File: src/rtl/audio_i2s_pkg.sv
// Shared audio serial-port definitions for the WM8731 ADC/DAC slot logic.
// Latency: n/a (constants, types and a helper function only).
// Backpressure: n/a.
package audio_i2s_pkg;

    // Slot geometry shared by the DAC writer, the ADC reader and the deframers.
    localparam int I2S_SLOT_W = 32;
    localparam int I2S_DATA_W = 16;

    // Number of leading padding bits in a right-justified slot.
    localparam int PAD_BITS = I2S_SLOT_W - I2S_DATA_W;

    // Right-slot deframer state encoding.
    typedef enum logic [1:0] {
        SHIFT = 2'd0,
        DONE  = 2'd1,
        OVF   = 2'd2
    } rslotState_t;

    // Padding width for a slot/sample geometry other than the defaults.
    function automatic int padBits(input int slotW, input int dataW);
        return slotW - dataW;
    endfunction

endpackage

File: src/rtl/i2s_slot_counter.sv
// Saturating per-slot BCLK edge counter with boundary decodes.
// Latency: count updates on every rising AUD_BCLK edge; decodes are combinational from count.
// Backpressure: none; counts every edge and sticks at all-ones.
//
// Ports:
//   AUD_BCLK     in   codec bit clock (rising edge counts)
//   AUD_ADCLRCK  in   asynchronous active-high clear
//   count        out  edges seen since clear, saturating at 2**CNT_W-1
//   atPadEnd     out  count == PAD_BITS (first sample bit arrives on this edge)
//   atLast       out  count == SLOT_W-1 (final slot bit arrives on this edge)
module i2s_slot_counter #(
    parameter int CNT_W    = 6,
    parameter int SLOT_W   = 32,
    parameter int PAD_BITS = 16
) (
    input  logic             AUD_BCLK,
    input  logic             AUD_ADCLRCK,
    output logic [CNT_W-1:0] count,
    output logic             atPadEnd,
    output logic             atLast
);

    always_ff @(posedge AUD_BCLK or posedge AUD_ADCLRCK) begin
        if (AUD_ADCLRCK) begin
            count <= '0;
        end else if (count != {CNT_W{1'b1}}) begin
            count <= count + CNT_W'(1);
        end
    end

    assign atPadEnd = (count == CNT_W'(PAD_BITS));
    assign atLast   = (count == CNT_W'(SLOT_W - 1));

endmodule

File: src/rtl/adc_rslot_deframer.sv
// Deframes the right-channel slot of the WM8731 ADC stream into one signed sample plus diagnostics.
// Latency: oValid/oRData appear right after the SLOT_W-th rising BCLK edge of the right slot.
// Backpressure: none; the sample is held until ADCLRCK rises (left slot), which clears everything.
//
// Ports:
//   AUD_BCLK     in   codec bit clock, data sampled on rising edge
//   AUD_ADCLRCK  in   asynchronous active-high clear (high = left slot)
//   iAUD_ADCDAT  in   codec serial ADC data, MSB-first, right-justified
//   oRData       out  raw two's-complement sample, valid while oValid=1
//   oValid       out  sample complete; held until clear
//   oPadErr      out  sticky: a 1 was seen in the padding bits
//   oOvf         out  sticky: more than SLOT_W edges in this slot
//   oBitCnt      out  edges seen this slot, saturating
module adc_rslot_deframer
    import audio_i2s_pkg::*;
#(
    parameter int SLOT_W = I2S_SLOT_W,
    parameter int DATA_W = I2S_DATA_W,
    parameter int CNT_W  = 6
) (
    input  logic              AUD_BCLK,
    input  logic              AUD_ADCLRCK,
    input  logic              iAUD_ADCDAT,
    output logic [DATA_W-1:0] oRData,
    output logic              oValid,
    output logic              oPadErr,
    output logic              oOvf,
    output logic [CNT_W-1:0]  oBitCnt
);

    localparam int PadW = padBits(SLOT_W, DATA_W);

    rslotState_t       state, stateNxt;
    // Only DATA_W-1 history bits are needed: the final bit goes straight into oRData.
    logic [DATA_W-2:0] sreg, sregNxt;
    logic [DATA_W-1:0] rDataNxt;
    logic              validNxt, padErrNxt, ovfNxt;

    logic              atPadEnd, atLast;
    logic              pastPad;
    logic              inPad;

    i2s_slot_counter #(
        .CNT_W    (CNT_W),
        .SLOT_W   (SLOT_W),
        .PAD_BITS (PadW)
    ) u_cnt (
        .AUD_BCLK    (AUD_BCLK),
        .AUD_ADCLRCK (AUD_ADCLRCK),
        .count       (oBitCnt),
        .atPadEnd    (atPadEnd),
        .atLast      (atLast)
    );

    // pastPad remembers that the counter has crossed the padding boundary, so the
    // padding window is "count < PAD_BITS" without a magnitude comparator.
    assign inPad = !pastPad && !atPadEnd;

    always_ff @(posedge AUD_BCLK or posedge AUD_ADCLRCK) begin
        if (AUD_ADCLRCK) begin
            state   <= SHIFT;
            sreg    <= '0;
            oRData  <= '0;
            oValid  <= 1'b0;
            oPadErr <= 1'b0;
            oOvf    <= 1'b0;
            pastPad <= 1'b0;
        end else begin
            state   <= stateNxt;
            sreg    <= sregNxt;
            oRData  <= rDataNxt;
            oValid  <= validNxt;
            oPadErr <= padErrNxt;
            oOvf    <= ovfNxt;
            pastPad <= pastPad | atPadEnd;
        end
    end

    always_comb begin
        stateNxt  = state;
        sregNxt   = sreg;
        rDataNxt  = oRData;
        validNxt  = oValid;
        padErrNxt = oPadErr;
        ovfNxt    = oOvf;
        unique case (state)
            SHIFT: begin
                sregNxt = {sreg[DATA_W-3:0], iAUD_ADCDAT};
                if (inPad && iAUD_ADCDAT) begin
                    padErrNxt = 1'b1;
                end
                if (atLast) begin
                    rDataNxt = {sreg, iAUD_ADCDAT};
                    validNxt = 1'b1;
                    stateNxt = DONE;
                end
            end
            DONE: begin
                // Extra edge: the first SLOT_W bits stay authoritative.
                ovfNxt   = 1'b1;
                stateNxt = OVF;
            end
            OVF: begin
                stateNxt = OVF;
            end
            default: begin
                stateNxt = SHIFT;
            end
        endcase
    end

endmodule

File: config.mk
export PLATFORM = sky130hd
export DESIGN_NAME = adc_rslot_deframer
export DESIGN_NICKNAME = d
export VERILOG_FILES = /design/src/rtl/audio_i2s_pkg.sv /design/src/rtl/i2s_slot_counter.sv /design/src/rtl/adc_rslot_deframer.sv
export SDC_FILE = /design/constraint.sdc
export NUM_CORES = 1
export LEC_CHECK = 0
export ABC_AREA = 0
export CORE_MARGIN = 2
export CORE_UTILIZATION = 47
export CTS_CLUSTER_DIAMETER = 30
export DETAILED_ROUTE_END_ITERATION = 7
export PLACE_DENSITY = 0.74
export SETUP_SLACK_MARGIN = 0.05
export SYNTH_ARGS = -nofsm -noshare
export SYNTH_HDL_FRONTEND = slang
export SYNTH_SLANG_ARGS = --single-unit
File: constraint.sdc
create_clock -name AUD_BCLK -period 1.6 [get_ports AUD_BCLK]
set_input_delay 0.16 -clock AUD_BCLK [delete_from_list [all_inputs] [get_ports AUD_BCLK]]
set_output_delay 0.16 -clock AUD_BCLK [all_outputs]
set_load 0.1 [all_outputs]
* Word level (Yosys, flattened, before mapping)
Index checks and enable logic that the tools add are counted.
** Cells by class
- $add $sub $neg :: 1
- Eq/ne operators :: 6
- Multiplexer cells :: 2
- Bitwise logic cells :: 1
- Reductions and logical operators :: 8
** Operator list (number)
- $eq A6 B5 Y1 const B :: 2
- $add A6 B1 Y6 const B :: 1
- $ne A6 B6 Y1 const B :: 1
- $pmux W2 S2 :: 1
- $reduce_and A2 Y1 :: 2
- $eq A2 B1 Y1 const B :: 1
- $eq A2 B2 Y1 const B :: 1
- $logic_and A1 B1 Y1 :: 2
- $logic_not A1 Y1 :: 2
- $logic_not A2 Y1 :: 1
- $mux W2 :: 1
- $ne A2 B2 Y1 const B :: 1
- $reduce_or A2 Y1 :: 1
- $or A1 B1 Y1 :: 1
** Word-level totals
- Register bits :: 43
- Input port bits :: 3
- Logic and storage cells :: 26

* Longest topological paths before layout
- Depth after elaboration :: 5
- Mapped depth :: 7
- Mapped depth without buffers :: 4

* Hierarchy
A second synthesis with hierarchy kept.
** Second synthesis, totals
- Cells, all modules :: 117
- Area, all modules :: 1776.7 um2
** Modules (own cells, without submodules)
- adc_rslot_deframer :: times used 1, cells each 87, area each 1452.6 um2
- i2s_slot_counter :: times used 1, cells each 30, area each 324.1 um2

* Least setup slack after synthesis
OpenSTA, ideal clock, no wires.
- Path kind :: flip-flop to flip-flop
- Start :: register u_cnt.count[0]
- End :: register oRData[10]
- Library setup time :: 0.126 ns
- Data arrival time :: 2.218 ns
- Required time :: 1.474 ns
- Slack :: -0.745 ns
- Stages on the path, launching flop included :: 7
- Path buffers :: 2
- Period minus slack after synthesis :: 2.345 ns
- Cells stage by stage :: dfrtp_1 -> ha_1 -> and3_4 -> and3_1 -> buf_6 -> buf_12 -> mux2_4
** Between the ends
- Longest elaborated chain between the ends :: 2
** Ends and longest elaborated chain
- from (decl) :: RTL line i2s_slot_counter.sv:18 : output logic [CNT_W-1:0] count,
- from (signal assigned) :: RTL line i2s_slot_counter.sv:27 : count <= count + CNT_W'(1);
- $eq A6 B5 Y1 :: RTL line i2s_slot_counter.sv:32 : assign atLast = (count == CNT_W'(SLOT_W - 1));
- $reduce_and A2 Y1 (no source line)
- to (signal assigned) :: RTL line adc_rslot_deframer.sv:71 : oRData <= rDataNxt;
- to (decl) :: RTL line adc_rslot_deframer.sv:24 : output logic [DATA_W-1:0] oRData,
Every way passes these cells.
A chain may end at the register's enable or synchronous reset.

* Worst setup path after layout
- Start :: register u_cnt.count[1]
- End :: register u_cnt.count[1]
** Between the ends
- Longest elaborated chain between the ends :: 1
** Ends and longest elaborated chain (RTL line)
- $add A6 B1 Y6 / $ne A6 B6 Y1 (equally long branches) :: i2s_slot_counter.sv:27, i2s_slot_counter.sv:26
Parallel ways exist; a longest one is shown, timed or not.

==> flow_summary.toml <==
[critical_path]
setup.worst_path.end_class = "flop"
critical_path_fanouts_max = 5
critical_path_class = "reg2reg"
critPathRequiredTime_ps = 1780
worst_r2r_path_depth = 5
critPathArrivalTime_ps = 1700
worst_setup_path_start_kind = "flop"

[sta]
setup_violating_endpoint_count_in_the_final_report = 0
period_needed_ps = 1510
number_of_hold_violations_in_the_final_report = 0
tightestPinTransition_ps = 229
final_max_slew_viol_count = 0
slew_headroom_pct = 84.7
hold_slack_ps = 186
period_share_pct = 94.6
fmaxAchievable_ghz = 0.660
timing.clock.skew_ps = 4.03
final_layout_setup_total_negative_slack_ps = 0
rsz0062_at_grt = "no"

[grt]
vias_in_the_first_global_route = 1143
global_route.overflow_total = 0
grt_max_degree = 44
antenna_found_initial = 0
wire_length_of_the_first_global_routing_pass_microns = 5720
gr-usage-all-layers_pct = 18.1

[cells_and_area]
antennaDiodeCount = 0
syn_to_final_growth_pct = 46.0
final_layout_size_suffix_gt1_share_pct = 58.0
final_net_count = 168
instances_no_fill = 210

[floorplanning]
floorplan.rows = 22
floorplan.initialDensity_pct = 48.4
die-area_sq_um = 4250
die_w_microns = 65.2
die_h_microns = 65.2
io-pin-count = 28
total_core_area_sq_um = 3630

[drt]
detail_route.wirelength_microns = 3290
final_antenna_net_count = 0
via_count = 1022
detail_route.iter0.violations = 27
via_cell_ratio = 4.87
post_drt_wl_per_cell_microns = 15.6
drt_first_pass_iters = 4
drc = 0

[placed_design]
gpl.final_weighted_congestion = 0.774
dp_cells = 199
place.port_buffers = 27
hpwlAfterDp_microns = 2110

[synthesis]
synth-edff-count = 0
synth_area_per_cell_sq_um = 15.0
ys.warnings.count = 0
post_synth_num_cell_types = 27
yosysSeqAreaShare_pct = 61.2
syn-cell-area_sq_um = 1760
dominantRegCellSynth = "dfrtp_1"
netlist_instances = 117
postSynthRegisterBits = 43
synth.net_count = 124
ys_async_sr_fraction_pct = 100

[outcome]
status = "completed"

[clock_tree]
clock_path_buffers = 2
cts_tree = "done"
clock_latency_ps = 290
tritoncts.num_buffers = 5
cts.reportedPaths.clkPinSlew_ps = 80
cts.htree.levels = 2
cts_root_buffer = "clkbuf_8"
clock_sinks = 43

[power_and_ir_drop]
power.total_mw = 2.25
power_switching_uw = 605
power_frac_clock_pct = 33.9
power.combinational.fraction_pct = 14.2
irDropWorstVdd_mv = 0.734
cellInternalPower_mw = 1.64
switching_share_pct = 26.9
total_leakage_power_nw = 1.11
cellPowerDensity_nw_per_um2 = 875
seq_power_share_pct = 51.9

[min_path]
timing.hold.worst.class = "in2async"

[flow_run]
cap_viol_max_count = 0
## worst paths after layout
path | from | slack [ps] | endpoint
setup / recovery | u_cnt.count[1] | 90 | u_cnt.count[1]
hold / removal | AUD_ADCLRCK | 190 | sreg[12]
setup reg to reg | u_cnt.count[1] | 90 | u_cnt.count[1]
hold reg to reg | pastPad | 470 | pastPad
max in group asynchronous | AUD_ADCLRCK | 1180 | u_cnt.count[1]
min in group AUD_BCLK | pastPad | 470 | pastPad
## state kept, by name, summed over array words and instances (netlist names)
name / cells
oRData: 16
u_cnt.count: 6
pastPad: 1
oOvf: 1
oValid: 1
oPadErr: 1
state: 2
sreg: 15
## logic make-up after synthesis
family,after synthesis,synth area share (%)
multiplexers,33,23.1
flip-flops,43,61.2
AND/OR/NAND/NOR,18,5.69
AO/OA/AOI/OAI,7,2.56
buffers and inverters,10,3.63
adder cells (fa/ha/maj),4,2.85
XOR/XNOR,2,0.997
## layer usage
layer  part of all wire (%)  global-route usage, %  up-vias
met5                      0                      0        -
met4                    1.3                   6.51        0
met3                    3.0                   4.45        4
met2                     49                   27.2       15
met1                     46                   25.7      520
li1                       -                      -      483
## final cells by class
class / count / area, sq um
clock buffers: 7 / 96.3
flip-flops and latches: 43 / 1090
multi-input cells: 66 / 661
repair buffers: 39 / 631
clock inverters: 1 / 7.51
well taps: 48 / 60.1
fillers: 258 / 1070
inverters: 6 / 22.5
## power groups by stage
stage	logic, mW	clock network, mW	registers (mW)
2_1_floorplan	0.0576	0	1.32
3_5_place_dp	0.322	0	1.19
6_report	0.319	0.762	1.16
3_3_place_gp	0.318	0	1.18
5_1_grt	0.332	0.832	1.17
4_1_cts	0.323	0.774	1.16
## cells in the final DEF, fill, tap and decap left out, types with 2 or more instances in the layout
master	n
mux2_2	24
buf_4	9
buf_6	2
dfrtp_2	4
nor2_1	5
ha_1	2
nand2_1	3
dfrtp_4	2
inv_1	5
clkbuf_8	7
clkdlybuf4s50_1	2
a21oi_1	2
mux2_4	9
buf_12	26
and3_4	4
dfrtp_1	37
nand2b_1	2
## worst max-delay path, cell delays in order (launching register included)
cell and delay [ps]:
dfrtp_4 430, ha_4 130, and3_4 210, buf_6 110, and3_4 200, mux2_2 330
## timing repair
item / in CTS / in global routing
endpoints found under the hold margin: 0 / 0
pin swaps: 1 / 1
gates cloned: 1 / 1
hold buffers: 0 / 0
setup buffers: 0 / 1
endpoints found under the setup margin: 17 / 31
resized for setup: 2 / 3
## synth_stat cells (2+ instances only)
library cell  instances  area, sq um
mux2_4                9          135
buf_2                 2         10.0
nand2_1               3         11.3
dfrtp_1              43         1080
inv_1                 6         22.5
nand2b_1              2         12.5
nor2_1                5         18.8
mux2_2               24          270
ha_1                  4         50.1
a21oi_1               2         10.0
## metrics by stage
stage | util, % | setup WS (ps) | cell area, sq um
after floorplan | - | -264 | 1790
after global placement | 66.7 | 23.8 | 2420
after detailed placement | 66.7 | -13.6 | 2420
after CTS | 69.9 | 72.7 | 2540
after global routing | 70.6 | 50.3 | 2570
final | 70.6 | 85.6 | 2570
Note: power is estimated with default switching activity, not from simulation.
